===== config.mk =====
export PLATFORM = sky130hd
export DESIGN_NAME = rst_seq
export DESIGN_NICKNAME = d
export VERILOG_FILES = /design/src/rtl/rst_seq.sv
export SDC_FILE = /design/constraint.sdc
export NUM_CORES = 1
export LEC_CHECK = 0
export CAP_MARGIN = 20
export CORE_ASPECT_RATIO = 0.8
export CORE_MARGIN = 5
export CORE_UTILIZATION = 44
export DETAILED_ROUTE_END_ITERATION = 10
export PLACE_DENSITY = 0.68
export SLEW_MARGIN = 20
export SYNTH_ARGS = -nofsm -noshare
export SYNTH_HDL_FRONTEND = slang
export SYNTH_SLANG_ARGS = --single-unit

===== constraint.sdc =====
create_clock -name clk -period 1.6 [get_ports clk]
set_input_delay 0.32 -clock clk [delete_from_list [all_inputs] [get_ports clk]]
set_output_delay 0.32 -clock clk [all_outputs]
set_load 0.005 [all_outputs]

===== src/rtl/rst_seq.sv =====
// rst_seq: SoC reset sequencer.
// Merges the hard reset with watchdog/software/JTAG requests, drains the bus
// before software resets, releases bus -> peripheral -> core in a fixed order,
// and keeps a sticky record of what caused the most recent reset.
module rst_seq #(
  parameter int HOLD_CYC  = 16,
  parameter int STAGE_CYC = 4,
  parameter int DRAIN_TO  = 64,
  parameter int CW        = 8
) (
  input  logic       clk,
  input  logic       rst,
  input  logic       wdg_req,
  input  logic       soft_req,
  input  logic       jtag_req,
  input  logic       quiesce_ack,
  input  logic       cause_clr,
  output logic       quiesce_req,
  output logic       bus_rst_n,
  output logic       periph_rst_n,
  output logic       core_rst_n,
  output logic [4:0] rst_cause,
  output logic       busy
);

  localparam logic [2:0] S_ASSERT     = 3'd0;
  localparam logic [2:0] S_REL_BUS    = 3'd1;
  localparam logic [2:0] S_REL_PERIPH = 3'd2;
  localparam logic [2:0] S_RUN        = 3'd3;
  localparam logic [2:0] S_DRAIN      = 3'd4;

  // Phases end when the counter holds (length-1), so the transition lands
  // exactly on the Nth edge of the phase.
  localparam logic [CW-1:0] HOLD_LAST  = CW'(HOLD_CYC - 1);
  localparam logic [CW-1:0] STAGE_LAST = CW'(STAGE_CYC - 1);
  localparam logic [CW-1:0] DRAIN_LAST = CW'(DRAIN_TO - 1);

  logic [2:0]    state, nxt_state;
  logic [CW-1:0] cnt, nxt_cnt;
  logic          timeout_hit;
  logic          any_hard, any_req;
  logic [4:0]    req_bits;

  assign any_hard = wdg_req | jtag_req;
  assign any_req  = any_hard | soft_req;
  assign req_bits = {1'b0, jtag_req, wdg_req, soft_req, 1'b0};

  // Next-state / counter decode; any request while sequencing restarts the hold.
  always_comb begin
    nxt_state   = state;
    nxt_cnt     = cnt + 1'b1;
    timeout_hit = 1'b0;
    case (state)
      S_ASSERT: begin
        if (any_req) begin
          nxt_cnt = '0;
        end else if (cnt == HOLD_LAST) begin
          nxt_state = S_REL_BUS;
          nxt_cnt   = '0;
        end
      end
      S_REL_BUS: begin
        if (any_req) begin
          nxt_state = S_ASSERT;
          nxt_cnt   = '0;
        end else if (cnt == STAGE_LAST) begin
          nxt_state = S_REL_PERIPH;
          nxt_cnt   = '0;
        end
      end
      S_REL_PERIPH: begin
        if (any_req) begin
          nxt_state = S_ASSERT;
          nxt_cnt   = '0;
        end else if (cnt == STAGE_LAST) begin
          nxt_state = S_RUN;
          nxt_cnt   = '0;
        end
      end
      S_RUN: begin
        nxt_cnt = '0;
        if (any_hard)      nxt_state = S_ASSERT;
        else if (soft_req) nxt_state = S_DRAIN;
      end
      S_DRAIN: begin
        if (any_hard || quiesce_ack) begin
          nxt_state = S_ASSERT;
          nxt_cnt   = '0;
        end else if (cnt == DRAIN_LAST) begin
          nxt_state   = S_ASSERT;
          nxt_cnt     = '0;
          timeout_hit = 1'b1;
        end
      end
      default: begin
        nxt_state = S_ASSERT;
        nxt_cnt   = '0;
      end
    endcase
  end

  // State, counter and registered outputs; outputs decode the state being entered.
  always_ff @(posedge clk) begin
    if (rst) begin
      state        <= S_ASSERT;
      cnt          <= '0;
      bus_rst_n    <= 1'b0;
      periph_rst_n <= 1'b0;
      core_rst_n   <= 1'b0;
      quiesce_req  <= 1'b0;
      busy         <= 1'b1;
    end else begin
      state        <= nxt_state;
      cnt          <= nxt_cnt;
      bus_rst_n    <= (nxt_state != S_ASSERT);
      periph_rst_n <= (nxt_state == S_REL_PERIPH) || (nxt_state == S_RUN) ||
                      (nxt_state == S_DRAIN);
      core_rst_n   <= (nxt_state == S_RUN) || (nxt_state == S_DRAIN);
      quiesce_req  <= (nxt_state == S_DRAIN);
      busy         <= (nxt_state != S_RUN);
    end
  end

  // Cause tracking: leaving RUN overwrites, anything during sequencing ORs in.
  always_ff @(posedge clk) begin
    if (rst) begin
      rst_cause <= 5'b00001;
    end else if (state == S_RUN) begin
      if (any_req)        rst_cause <= req_bits;
      else if (cause_clr) rst_cause <= 5'b00000;
    end else begin
      rst_cause <= rst_cause | req_bits | {timeout_hit, 4'b0000};
    end
  end

endmodule


==> results by group <==
Outcome
  – Run status: finished, violations left
  – Violated checks: negative setup slack

Placement
  – Dpl hpwl: 1620 um
  – Pre-CTS setup slack: -0.425 ns
  – GPL Wtd Cong: 0.802
  – Post-Place Cell Area: 1230 sq um
  – Port-buffer cells: 16

Yosys
  – Post-synthesis cell area: 905 sq um
  – Netlist cell types: 35
  – Syn. warnings: 0
  – Yosys top cell area share: 0.465
  – Register area share after synthesis: 0.465
  – Primary FF master, synth: dfxtp_1
  – Synth async-reset ratio: 0
  – Number of flops mapped to enable cells by yosys: 0
  – Top cell type by total area after synthesis: dfxtp_1
  – Syn avg cell area: 8.87 sq um
  – Ranking of synthesized cells by area: dfxtp_1 46%, a21oi_1 6.1%, nor2_1 5.4%
  – FF+latch count, synth: 21
  – Mapped Cells: 102
  – Synthesized Nets: 110

Global route
  – Overall Global Routing Usage: 0.169
  – Largest net degree at the start of global routing: 14
  – Vias in the first global route: 840
  – Initial antenna violation count: 0
  – First-pass GRT wire length: 3870 um
  – Grt ovf: 0

Cells and area
  – Finished Cell Area: 1380 sq um
  – Nets@finish: 151
  – N_diodes: 0
  – Share of layout cells above drive strength 1: 0.366
  – Area grow syn2layout: 52.3%

Floorplan
  – Die Wd: 60.7 um
  – Die ar.: 3070 sq um
  – Starting Density: 0.469
  – Ports: 17
  – # rows: 14
  – Die H: 50.6 um
  – Core ar.: 1930 sq um

Route
  – First DRT Iteration DRCs: 28
  – DR vias/cell: 5.48
  – Avg WL per Cell: 15.1 um
  – DRC Markers: 0
  – Via Count: 910
  – Pre-antenna DRT Iters: 4
  – Post-route ant nets: 0
  – WL final: 2510 um

Timing
  – Final Max Slew Viols: 0
  – Final Skew: 0.00203 ns
  – Max frequency: 615 MHz
  – Worst-margin pin slew: 0.378 ns
  – Worst hold slack: 0.460 ns
  – Final hold vios: 0
  – RSZ-0062 raised after global routing: true
  – Min Clock Period, post-route: 1.63 ns
  – Max_slew headroom: 0.741
  – Setup ws final: -0.0258 ns
  – Final critical-path share of the clock period: 1.02
  – Final setup viols: 7

Power and ir drop
  – Pint: 0.663 mW
  – Sw Pwr: 0.208 mW
  – Total power: 0.871 mW
  – Max VDD drop: 0.000441 V
  – Comb power frac: 0.077
  – Clock share of power: 0.312
  – Static Leak: 0.507 nW
  – Pwr dens: 633 nW/um^2
  – Sequential Power Share: 0.611
  – Sw Ratio: 0.239

Critical path
  – Worst Path Required: 1.81 ns
  – CP max stage cell: or4_4
  – Worst EP arrival: 1.84 ns
  – Setup CP Type: reg -> reg
  – Crit end category: flip-flop
  – Crit-path cells: or4_4, o211ai_1, a311o_2, nor3_4
  – Startpoint types: flip-flop
  – Critical path peak fanout: 8
  – Top cell family by delay on the critical path: simple AND/OR/NAND/NOR gates
  – Worst stage delay on the critical path: 0.55 ns
  – CP bufs+invs: 0

Hold path
  – Min-Delay Path Class: in -> reg

Clock tree
  – Clock sink count: 21
  – Max H-tree Level: 1
  – Worst skew pair latency: 0.31 ns
  – CTS Buffer Depth: 2
  – CTS tree: yes
  – Reg clk slew, reported paths: 0.12 ns
  – Total CTS buffers: 3
  – Root Driver: clkbuf_4

Run
  – Max-cap violations: 0
==> metrics by stage <==
step                 util  TNS, ns  std cells
finish              0.715   -0.160        166
floorplan               -        0        102
global placement    0.641    -4.75        158
detailed placement  0.641    -5.31        158
global route        0.715   -0.932        166
CTS                 0.677  -0.0120        163
==> worst paths after layout <==
check                  to  depth (start not counted)    startpoint  slack [ns]
max                cnt[0]                          4        cnt[6]       -0.03
min          rst_cause[3]                          4      jtag_req        0.46
max reg2reg        cnt[0]                          4        cnt[6]       -0.03
min reg2reg  rst_cause[0]                          1  rst_cause[0]        0.47
==> final cells by class <==
type / instances / area [sq um]
clock inverters: 1 / 7.51
fillers: 155 / 549
repair buffers: 40 / 340
flip-flops and latches: 21 / 429
well taps: 24 / 30.0
multi-input cells: 77 / 548
clock buffers: 3 / 22.5
==> layer usage <==
layer / track usage / share of wire / vias up
li1: - / - / 455
met1: 0.197 / 0.42 / 416
met2: 0.288 / 0.49 / 34
met3: 0.0564 / 0.068 / 5
met4: 0.0542 / 0.014 / 0
met5: 0 / 0 / -
==> power by group through the flow <==
| stage | combinational (mW) | sequential [mW] | clock (mW) |
|---|---|---|---|
| 6_report | 0.0673 | 0.532 | 0.272 |
| 5_1_grt | 0.0730 | 0.533 | 0.315 |
| 4_1_cts | 0.0637 | 0.533 | 0.287 |
| 3_5_place_dp | 0.0640 | 0.544 | 0 |
| 3_3_place_gp | 0.0637 | 0.543 | 0 |
| 2_1_floorplan | 0.0177 | 0.544 | 0 |
==> flip-flops by register name, summed over array words and instances (netlist names) <==
name / cells
busy: 1
rst_cause: 5
periph_rst_n: 1
state: 3
quiesce_req: 1
cnt: 8
core_rst_n: 1
bus_rst_n: 1
==> cell families (layout without fill, tap and decap cells) <==
| group | after synthesis | after routing | share of synthesized area |
|---|---|---|---|
| simple gates | 43 | 43 | 0.255 |
| compound gates | 27 | 27 | 0.192 |
| flops | 21 | 21 | 0.465 |
| xor+xnor | 6 | 6 | 0.0581 |
| buf+inv | 4 | 44 | 0.0166 |
| fa+ha+maj | 1 | 1 | 0.0138 |
==> worst reg2reg max path, delay by kind of cell, from the launching register on <==
family | cells | cell delay (ns)
simple gates | 2 | 0.63
flops | 1 | 0.35
compound gates | 2 | 0.54
==> Yosys cell counts, types with 2 or more instances <==
cell type	n
o21ai_0	4
clkbuf_1	3
nor4_1	2
nand3_1	3
nor3_1	6
a21oi_1	11
xor2_1	4
xnor2_1	2
nor2_1	13
a21o_1	2
dfxtp_1	21
nand2_1	8
==> repair_timing <==
action / in CTS / in global routing
pin swaps: 5 / 4
setup buffers: 1 / 3
setup endpoints to repair: 11 / 15
gates resized for setup: 11 / 15
hold buffers: 0 / 0
==> layout by cell type, fill, tap and decap left out, types with 2 or more instances in the layout <==
cell	count
dlygate4sd2_1	2
nor2_1	12
a21oi_1	10
o21ai_0	3
a21o_1	2
nor3_2	3
clkbuf_4	3
nor3_4	2
nand2_1	8
dfxtp_2	7
xor2_1	4
clkdlybuf4s50_1	13
xnor2_1	2
dfxtp_1	14
nand3_1	3
buf_4	24
(Power assumes the default switching activity.)
